$ cat src/rtl/mux_sel_arbiter_pkg.sv
// Shared types and constants for the mux select arbiter slice.
package mux_sel_pkg;

  localparam int unsigned N_CH  = 16;
  localparam int unsigned SEL_W = 4;

  typedef logic [SEL_W-1:0] ch_idx_t;

  typedef enum logic {
    IDLE  = 1'b0,
    GRANT = 1'b1
  } arb_state_t;

  // One-hot decode of a channel index.
  function automatic logic [N_CH-1:0] onehot(input ch_idx_t idx);
    logic [N_CH-1:0] v;
    v      = '0;
    v[idx] = 1'b1;
    return v;
  endfunction

endpackage

$ cat src/rtl/mux_sel_arbiter_if.sv
// Request/select/aligned-output bundle between the arbiter and its users.
interface mux_sel_arbiter_if;
  import mux_sel_pkg::*;

  logic [N_CH-1:0] req;
  logic            sel_ready;
  ch_idx_t         sel;
  logic            sel_valid;
  logic [N_CH-1:0] grant;
  logic            y_valid;
  ch_idx_t         y_ch;

  // Arbiter side.
  modport master (
    input  req, sel_ready,
    output sel, sel_valid, grant, y_valid, y_ch
  );

  // Requesters / consumer side.
  modport slave (
    output req, sel_ready,
    input  sel, sel_valid, grant, y_valid, y_ch
  );

endinterface

$ cat src/rtl/mux_sel_arbiter_rr_pick.sv
// Rotating-priority encoder: first set request at or above start, wrapping.
module rr_pick
  import mux_sel_pkg::*;
(
  input  logic [N_CH-1:0] req,
  input  ch_idx_t         start,
  output logic            found,
  output ch_idx_t         idx
);

  ch_idx_t cand;

  // Walk the channels from start upward; the first hit wins.
  always_comb begin
    found = 1'b0;
    idx   = start;
    cand  = start;
    for (int unsigned i = 0; i < N_CH; i++) begin
      cand = start + ch_idx_t'(i);
      if (!found && req[cand]) begin
        found = 1'b1;
        idx   = cand;
      end
    end
  end

endmodule

$ cat src/rtl/mux_sel_arbiter.sv
// Round-robin select generator for the 16:1 registered output mux, with
// per-tenure beat limit and y_valid/y_ch aligned to the mux output register.
module mux_sel_arbiter
  import mux_sel_pkg::*;
#(
  parameter int unsigned MAX_BEATS = 4
) (
  input logic              clk,
  input logic              rst,
  mux_sel_arbiter_if.master bus
);

  localparam logic [7:0] LAST_BEAT = 8'(MAX_BEATS - 1);

  arb_state_t state_q, state_d;
  ch_idx_t    sel_q, sel_d;
  ch_idx_t    last_q, last_d;
  logic [7:0] beat_q, beat_d;

  ch_idx_t    start;
  ch_idx_t    pick;
  logic       found;
  logic       sel_valid;
  logic       accept;
  logic       tenure_end;

  logic       y_valid_q;
  ch_idx_t    y_ch_q;

  // In GRANT the search starts just past the owner, making it lowest priority.
  assign start = (state_q == GRANT) ? sel_q + ch_idx_t'(1) : last_q + ch_idx_t'(1);

  rr_pick u_pick (
    .req   (bus.req),
    .start (start),
    .found (found),
    .idx   (pick)
  );

  assign sel_valid  = (state_q == GRANT) && bus.req[sel_q];
  assign accept     = sel_valid && bus.sel_ready;
  assign tenure_end = (state_q == GRANT) &&
                      (!bus.req[sel_q] || (accept && (beat_q == LAST_BEAT)));

  // Next-state: grant on any request, re-arbitrate in the same edge a tenure ends.
  always_comb begin
    state_d = state_q;
    sel_d   = sel_q;
    last_d  = last_q;
    beat_d  = beat_q;
    case (state_q)
      IDLE: begin
        if (found) begin
          state_d = GRANT;
          sel_d   = pick;
          beat_d  = '0;
        end
      end
      GRANT: begin
        if (tenure_end) begin
          last_d = sel_q;
          if (found) begin
            sel_d  = pick;
            beat_d = '0;
          end else begin
            state_d = IDLE;
          end
        end else if (accept) begin
          beat_d = beat_q + 8'd1;
        end
      end
      default: state_d = IDLE;
    endcase
  end

  // Arbiter state register; last resets to 15 so the first search begins at 0.
  always_ff @(posedge clk) begin
    if (rst) begin
      state_q <= IDLE;
      sel_q   <= '0;
      last_q  <= '1;
      beat_q  <= '0;
    end else begin
      state_q <= state_d;
      sel_q   <= sel_d;
      last_q  <= last_d;
      beat_q  <= beat_d;
    end
  end

  // Track accepted beats one cycle later to line up with the mux output register.
  always_ff @(posedge clk) begin
    if (rst) begin
      y_valid_q <= 1'b0;
      y_ch_q    <= '0;
    end else begin
      y_valid_q <= accept;
      if (accept) begin
        y_ch_q <= sel_q;
      end
    end
  end

  assign bus.sel       = sel_q;
  assign bus.sel_valid = sel_valid;
  assign bus.grant     = (state_q == GRANT) ? onehot(sel_q) : '0;
  assign bus.y_valid   = y_valid_q;
  assign bus.y_ch      = y_ch_q;

endmodule
$ cat src/flat_wrapper.sv
// flat-port wrapper written by rule: the top's interface ports become plain ports
module mux_sel_arbiter_flat import mux_sel_pkg::*;
#(
  parameter int unsigned MAX_BEATS = 4
)
  (clk, rst, bus_req, bus_sel_ready, bus_sel, bus_sel_valid, bus_grant, bus_y_valid, bus_y_ch);
  mux_sel_arbiter_if bus_i ();
  input logic clk;
  input logic rst;
  input wire logic [$bits(bus_i.req)-1:0] bus_req;
  input wire logic [$bits(bus_i.sel_ready)-1:0] bus_sel_ready;
  output wire logic [$bits(bus_i.sel)-1:0] bus_sel;
  output wire logic [$bits(bus_i.sel_valid)-1:0] bus_sel_valid;
  output wire logic [$bits(bus_i.grant)-1:0] bus_grant;
  output wire logic [$bits(bus_i.y_valid)-1:0] bus_y_valid;
  output wire logic [$bits(bus_i.y_ch)-1:0] bus_y_ch;
  assign bus_i.req = bus_req;
  assign bus_i.sel_ready = bus_sel_ready;
  assign bus_sel = bus_i.sel;
  assign bus_sel_valid = bus_i.sel_valid;
  assign bus_grant = bus_i.grant;
  assign bus_y_valid = bus_i.y_valid;
  assign bus_y_ch = bus_i.y_ch;
  mux_sel_arbiter #(.MAX_BEATS(MAX_BEATS)) u_core (.clk(clk), .rst(rst), .bus(bus_i));
endmodule
$ cat config.mk
export PLATFORM = sky130hd
export DESIGN_NAME = mux_sel_arbiter_flat
export DESIGN_NICKNAME = d
export VERILOG_FILES = /design/src/rtl/mux_sel_arbiter_pkg.sv /design/src/rtl/mux_sel_arbiter_if.sv /design/src/rtl/mux_sel_arbiter_rr_pick.sv /design/src/rtl/mux_sel_arbiter.sv /design/src/flat_wrapper.sv
export SDC_FILE = /design/constraint.sdc
export NUM_CORES = 1
export LEC_CHECK = 0
export ABC_CLOCK_PERIOD_IN_PS = 5600
export CELL_PAD_IN_SITES_DETAIL_PLACEMENT = 1
export CELL_PAD_IN_SITES_GLOBAL_PLACEMENT = 1
export CORE_MARGIN = 1.5
export CORE_UTILIZATION = 30
export DETAILED_ROUTE_END_ITERATION = 10
export GPL_TIMING_DRIVEN = 0
export HOLD_SLACK_MARGIN = 0.15
export PLACE_DENSITY = 0.7
export SYNTH_ARGS = -nofsm -noshare
export SYNTH_HDL_FRONTEND = slang
export SYNTH_SLANG_ARGS = --single-unit
$ cat constraint.sdc
create_clock -name clk -period 5.6 [get_ports clk]
set_input_delay 0.84 -clock clk [delete_from_list [all_inputs] [get_ports clk]]
set_output_delay 0.84 -clock clk [all_outputs]
set_load 0.01 [all_outputs]
==> results of run 1 <==
-- cell usage in the layout (no fill, tap or decap), types with 5 or more instances in the layout --
master and instances:
and2_1 7, mux2_2 11, a211oi_1 12, dfxtp_1 22, nand2b_1 7, and3_1 5, nor2_1 61, o211ai_1 7
or2_2 6, nand2_1 41, o21ai_1 5, o21ai_0 16, mux4_2 18, a31oi_1 6, nand3_1 12, a22oi_1 6
buf_4 12, clkbuf_1 9, nor4_1 7, clkdlybuf4s50_1 43, nor3_1 14, mux2i_1 41, nand4_1 6, a21oi_1 23
-- path summary, 6_finish.rpt --
check                                      from                             end  slack [ps]  cells after the start
setup reg to reg      u_core.state_q$_SDFF_PP0_  u_core.bus.sel[1]$_SDFFE_PP0P_         290                     16
setup / recovery      u_core.state_q$_SDFF_PP0_  u_core.bus.sel[1]$_SDFFE_PP0P_         290                     16
hold reg to reg   u_core.beat_q[7]$_SDFFE_PP0P_   u_core.beat_q[7]$_SDFFE_PP0P_         500                      2
hold / removal    u_core.beat_q[7]$_SDFFE_PP0P_   u_core.beat_q[7]$_SDFFE_PP0P_         500                      2
-- synth_stat cells (all sizes together) (3+ instances only) --
cell,count
ha,3
or2,6
clkinv,3
nand2b,7
a22oi,6
a211oi,13
and3,5
mux2,11
or3,4
nor3b,3
a31oi,7
nand3b,4
nand3,12
clkbuf,11
nor4,8
and2,7
mux2i,46
or3b,3
inv,6
nor3,19
mux4,18
o32ai,3
buf,11
o211ai,7
a21oi,24
dfxtp,22
o31ai,3
o21ai,21
nor2,61
nand4,7
xnor2,3
nand2,41
-- flip-flops by register name, indices dropped and copies added, names as in the netlist --
signal and cells:
u_core.bus.sel 4, u_core.state_q 1, u_core.bus.y_valid 1, u_core.last_q 4, u_core.bus.y_ch 4, u_core.beat_q 8
-- timing repair --
action                     CTS  global route
setup buffers                0             5
setup endpoints to repair    3            12
gates resized for setup      1             5
-- stage by stage --
stage          worst slack, ps  hold WS [ps]  instances  util (%)  setup TNS (ps)
6_report                   289           497        643      37.9               0
2_1_floorplan             1150           463        448         -               0
4_1_cts                   2.72           501        638      37.4               0
5_1_grt                  -35.9           543        643      37.9           -52.8
3_3_place_gp              14.1           479        634      36.4               0
3_5_place_dp             -84.0           494        634      36.4           -84.4
-- cells by family (layout without fill, tap and decap cells) --
group                      after synthesis  count (layout)  synth area share [%]
adders and majority gates                3               3                  1.05
muxes                                   75              75                  28.6
AOI/OAI and AO/OA                      118             118                  23.4
and+or+nand+nor                        194             194                  28.2
xor gates and xnor gates                 4               4                  1.71
buffers and inverters                   32              84                  4.74
DFF                                     22              22                  12.3
-- layer usage --
| metal | routed length [µm] | global-route usage (%) |
|---|---|---|
| met1 | 6160 | 29.2 |
| met2 | 6530 | 36.9 |
| met3 | 656 | 1.19 |
| met4 | 210 | 4.22 |
| met5 | 0 | 0 |
-- tightest hold or removal path: cells and delay by family, from the launching register on --
family         cells  cell delay, ps
AO/OA/AOI/OAI      2             130
flip-flops         1             320
-- cell type report --
cell class | instances | share of cell area, %
timing repair buffer | 48 | 10.7
clock buffer | 3 | 1.72
clock inverter | 1 | 0.688
inverter | 9 | 0.860
multi-input combinational | 394 | 68.7
sequential | 22 | 10.1
tap | 143 | 4.10
buffer | 23 | 3.12
==> results.py, run 1 <==
metrics = {
    "status": {
        "outcome": "finished with violations",
        "violations": "design-rule violations",
    },
    "floorplanning": {
        "fp.dieH_um": 112,
        "die-area_um2": 12600,
        "die_w_um": 112,
        "start_util_pct": 31.1,
        "boundaryPins": 45,
        "core.rowCount": 39,
        "coreArea_um2": 11500,
    },
    "route": {
        "vias_per_cell": 6.12,
        "ant_nets": 0,
        "vias": 3937,
        "drtPass1Iterations": 8,
        "first_iter_violations": 305,
        "drc": 7,
        "routed_wirelength_um": 13600,
        "wl_per_cell_um": 21.1,
    },
    "synthesis": {
        "ys_seq_area_share_pct": 12.3,
        "synth_edf_count": 0,
        "synthesis.area_um2": 3590,
        "syn_inst": 448,
        "synth_area_leaders": "dfxtp_1, mux2i_1, mux4_2",
        "synth_cell_type_count": 82,
        "synth_top_area_share_pct": 12.3,
        "yosys_warnings": 0,
        "async_flop_share_pct": 0,
        "synth_largest_area_cell": "dfxtp_1",
        "synth-main-ff-cell": "dfxtp_1",
        "postSynthAreaPerCell_um2": 8.01,
        "synth_nets": 470,
        "ys_ff_latch": 22,
    },
    "timing": {
        "tightest_slew_ps": 877,
        "hold_viol": 0,
        "drv_slew": 0,
        "setup_viol": 0,
        "fmax_ghz": 0.188,
        "relSlewSlack_pct": 41.5,
        "final.setup_skew_ps": 3.24,
        "finalCritPeriodShare_pct": 94.8,
        "fin_crit_ps": 5310,
    },
    "worst_hold_path": {
        "hold_path.class": "reg -> reg",
    },
    "worst_setup_path": {
        "path_delay_family": "simple AND/OR/NAND/NOR gates",
        "endpoint_kind": "register",
        "crit_buf_inv": 3,
        "cp.required_ps": 5780,
        "worst_path_most_repeated_cell": "and3_1",
        "path_cells": "buf_4, mux2i_4, clkinvlp_4, ha_1, and3_1, or3_1, buf_1, nand2_1, mux4_2, nor3_4, and3_1, nor4b_4, a32oi_1, a211oi_1, a21oi_1, a31oi_1",
        "cp_max_fo": 8,
        "cp_slowest_stage_delay_ps": 660,
        "worstSetupPathType": "reg -> reg",
        "cp_slowest_cell": "mux4_2",
        "start_kind": "register",
        "cp.arrival_ps": 5490,
    },
    "cells_and_area": {
        "nets": 523,
        "n_antenna_cell": 0,
        "multiInputGateArea_um2": 3000,
        "syn2layout_area_growth_pct": 21.7,
        "ff_latch_area_um2": 440,
        "fin_area_um2": 4370,
        "layout-drive-gt1-share_pct": 16.4,
        "nFillCells": 1396,
    },
    "clock_tree": {
        "clk_latency_ps": 260,
        "root_buffer": "clkbuf_16",
        "tritoncts.num_buffers": 3,
        "path_clk_slew_ps": 60,
        "cts_hold_buf": 0,
        "clock_sinks": 22,
        "cts_tree": "done",
        "htree_levels": 1,
        "cts_buffer_depth": 2,
    },
    "grt": {
        "grt_pass1_wl_um": 21800,
        "track_usage_pct": 21.2,
        "grt_overflow": 0,
        "grt_max_degree": 14,
        "grt_pass1_vias": 4063,
        "antenna_found_initial": 0,
    },
    "placement": {
        "place_congestion": 0.952,
        "dpl-instance-area_um2": 4200,
        "io_buffers": 43,
        "hpwl_um": 10700,
    },
    "job": {
        "maxCapViolations": 0,
    },
}
Power of run 1 is not shown: default switching activity piles up to over one toggle a cycle in this logic, so the estimate is an artifact.
==> run 2, diff against run 1 <==
Settings changed: SLEW_MARGIN set to 20.
==> results.py, run 2 (synthesis results as in run 1) <==
metrics = {
    "status": {
        "outcome": "finished with violations",
        "violations": "design-rule violations",
    },
    "grt": {
        "antenna_found_initial": 0,
        "grt_pass1_vias": 4063,
        "grt_overflow": 0,
        "grt_pass1_wl_um": 21800,
        "grt_max_degree": 14,
        "track_usage_pct": 21.2,
    },
    "route": {
        "first_iter_violations": 288,
        "vias": 3963,
        "ant_nets": 0,
        "vias_per_cell": 6.14,
        "drc": 7,
        "drtPass1Iterations": 8,
        "routed_wirelength_um": 13600,
        "wl_per_cell_um": 21.0,
    },
    "clock_tree": {
        "htree_levels": 1,
        "clk_latency_ps": 260,
        "cts_tree": "done",
        "clock_sinks": 22,
        "tritoncts.num_buffers": 3,
        "cts_buffer_depth": 2,
        "path_clk_slew_ps": 60,
        "root_buffer": "clkbuf_16",
    },
    "floorplanning": {
        "die-area_um2": 12600,
        "fp.dieH_um": 112,
        "core.rowCount": 39,
        "boundaryPins": 45,
        "die_w_um": 112,
        "start_util_pct": 31.1,
        "coreArea_um2": 11500,
    },
    "worst_setup_path": {
        "crit_buf_inv": 4,
        "crit_start": "u_core.state_q$_SDFF_PP0_",
        "cp_slowest_stage_delay_ps": 660,
        "path_cells": "buf_4, buf_6, mux2i_4, inv_2, ha_1, and3_1, or3_1, buf_1, nand2_1, mux4_2, nor3_4, and3_1, nor4b_4, a32oi_1, a211oi_1, a21oi_1, a31oi_1",
        "crit_end": "u_core.bus.sel[1]$_SDFFE_PP0P_",
        "path_delay_family": "simple AND/OR/NAND/NOR gates",
        "endpoint_kind": "register",
        "cp_max_fo": 10,
        "start_kind": "register",
        "r2r_start": "u_core.state_q$_SDFF_PP0_",
        "cp.arrival_ps": 5290,
        "cp.required_ps": 5780,
        "cp_slowest_cell": "mux4_2",
        "worst_path_most_repeated_cell": "and3_1",
        "r2r_slack_ps": 490,
        "worst_r2r_endpoint": "u_core.bus.sel[1]$_SDFFE_PP0P_",
        "worstSetupPathType": "reg -> reg",
        "rr_worst_depth": 17,
        "cp.depth": 17,
    },
    "worst_hold_path": {
        "hold_path_depth": 2,
        "hold_path.class": "reg -> reg",
    },
    "cells_and_area": {
        "final_cell_mix": "nor2_1, clkdlybuf4s50_1, nand2_1, mux2i_1, a21oi_1",
        "largest_register_ffs": 8,
        "fin_area_um2": 4380,
        "mostFrequentLayoutCell": "nor2_1",
        "final_cell_count_no_fill": 645,
        "largest_register": "u_core.beat_q",
        "n_antenna_cell": 0,
        "layout-drive-gt1-share_pct": 16.7,
        "syn2layout_area_growth_pct": 22.1,
        "nets": 525,
    },
    "placement": {
        "hpwl_um": 10700,
        "dpl-instance-area_um2": 4200,
        "pre_cts_ws_ps": -84.0,
        "post-place-cells": 634,
        "io_buffers": 43,
        "place_congestion": 0.952,
    },
    "timing": {
        "layout_setup_ws_ps": 488,
        "setup_viol": 0,
        "finalCritPeriodShare_pct": 91.3,
        "tightest_slew_ps": 887,
        "fmax_ghz": 0.196,
        "drv_slew": 0,
        "fin_crit_ps": 5110,
        "rsz0062_at_grt": "no",
        "hold_viol": 0,
        "final.setup_skew_ps": 2.98,
        "relSlewSlack_pct": 40.9,
    },
    "job": {
        "maxCapViolations": 0,
    },
}
==> run 2: cell types whose count changed in the layout (fill, tap and decap cells not counted), sizes merged <==
cell,previous run,this run
buf,16,18
==> run 2: final cells by class <==
cell class / instances / area [µm²]
Sequential cell: 22 / 440
Clock inverter: 1 / 30.0
Clock buffer: 3 / 75.1
Timing Repair Buffer: 50 / 483
Buffer: 23 / 136
Inverter: 9 / 37.5
Multi-Input combinational cell: 394 / 3000
Fill cell: 1397 / 7140
Tap cell: 143 / 179
==> run 2: repair_timing <==
item,4_1_cts,5_1_grt
hold buffers,0,0
gates cloned,0,0
setup buffers,0,7
setup endpoints to repair,3,12
gates resized for setup,1,4
==> run 2: per-stage QoR <==
step	hold slack (ps)	TNS, ps	util (%)
2_1_floorplan	463	0	-
3_3_place_gp	479	0	36.4
3_5_place_dp	494	-84.4	36.4
4_1_cts	501	0	37.4
5_1_grt	543	0	38.0
6_report	500	0	38.0
==> run 2: how the worst min path moves through the flow <==
stage / to / startpoint
after floorplan: u_core.beat_q[7]$_SDFFE_PP0P_ / u_core.beat_q[7]$_SDFFE_PP0P_
after global placement: u_core.bus.y_ch[3]$_SDFFE_PP0P_ / u_core.bus.y_ch[3]$_SDFFE_PP0P_
after detailed placement: u_core.beat_q[7]$_SDFFE_PP0P_ / u_core.beat_q[7]$_SDFFE_PP0P_
after CTS: u_core.beat_q[7]$_SDFFE_PP0P_ / u_core.beat_q[7]$_SDFFE_PP0P_
after global routing: u_core.beat_q[7]$_SDFFE_PP0P_ / u_core.beat_q[7]$_SDFFE_PP0P_
final: u_core.beat_q[7]$_SDFFE_PP0P_ / u_core.beat_q[7]$_SDFFE_PP0P_
==> run 2: layer usage <==
layer / wire, µm / track usage [%]
met1: 6070 / 29.2
met2: 6560 / 36.9
met4: 189 / 4.22
met5: 0 / 0
met3: 756 / 1.19
==> run 2: worst reg2reg max path, stage by stage (launching register included) <==
cell and delay (ps):
dfxtp_1 320, buf_4 170, buf_6 170, mux2i_4 360
inv_2 230, ha_1 300, and3_1 220, or3_1 310
buf_1 230, nand2_1 320, mux4_2 660, nor3_4 350
and3_1 250, nor4b_4 410, a32oi_1 240, a211oi_1 270
a21oi_1 80, a31oi_1 160
Power of run 2 is left out for the same reason.
==> run 3, diff against run 2 <==
Settings changed: HOLD_SLACK_MARGIN 0.15 to 0.1.
==> results of run 3 <==
The final DEF is identical to that of run 2; final timing and power are the same.
Power of run 3 is left out for the same reason.
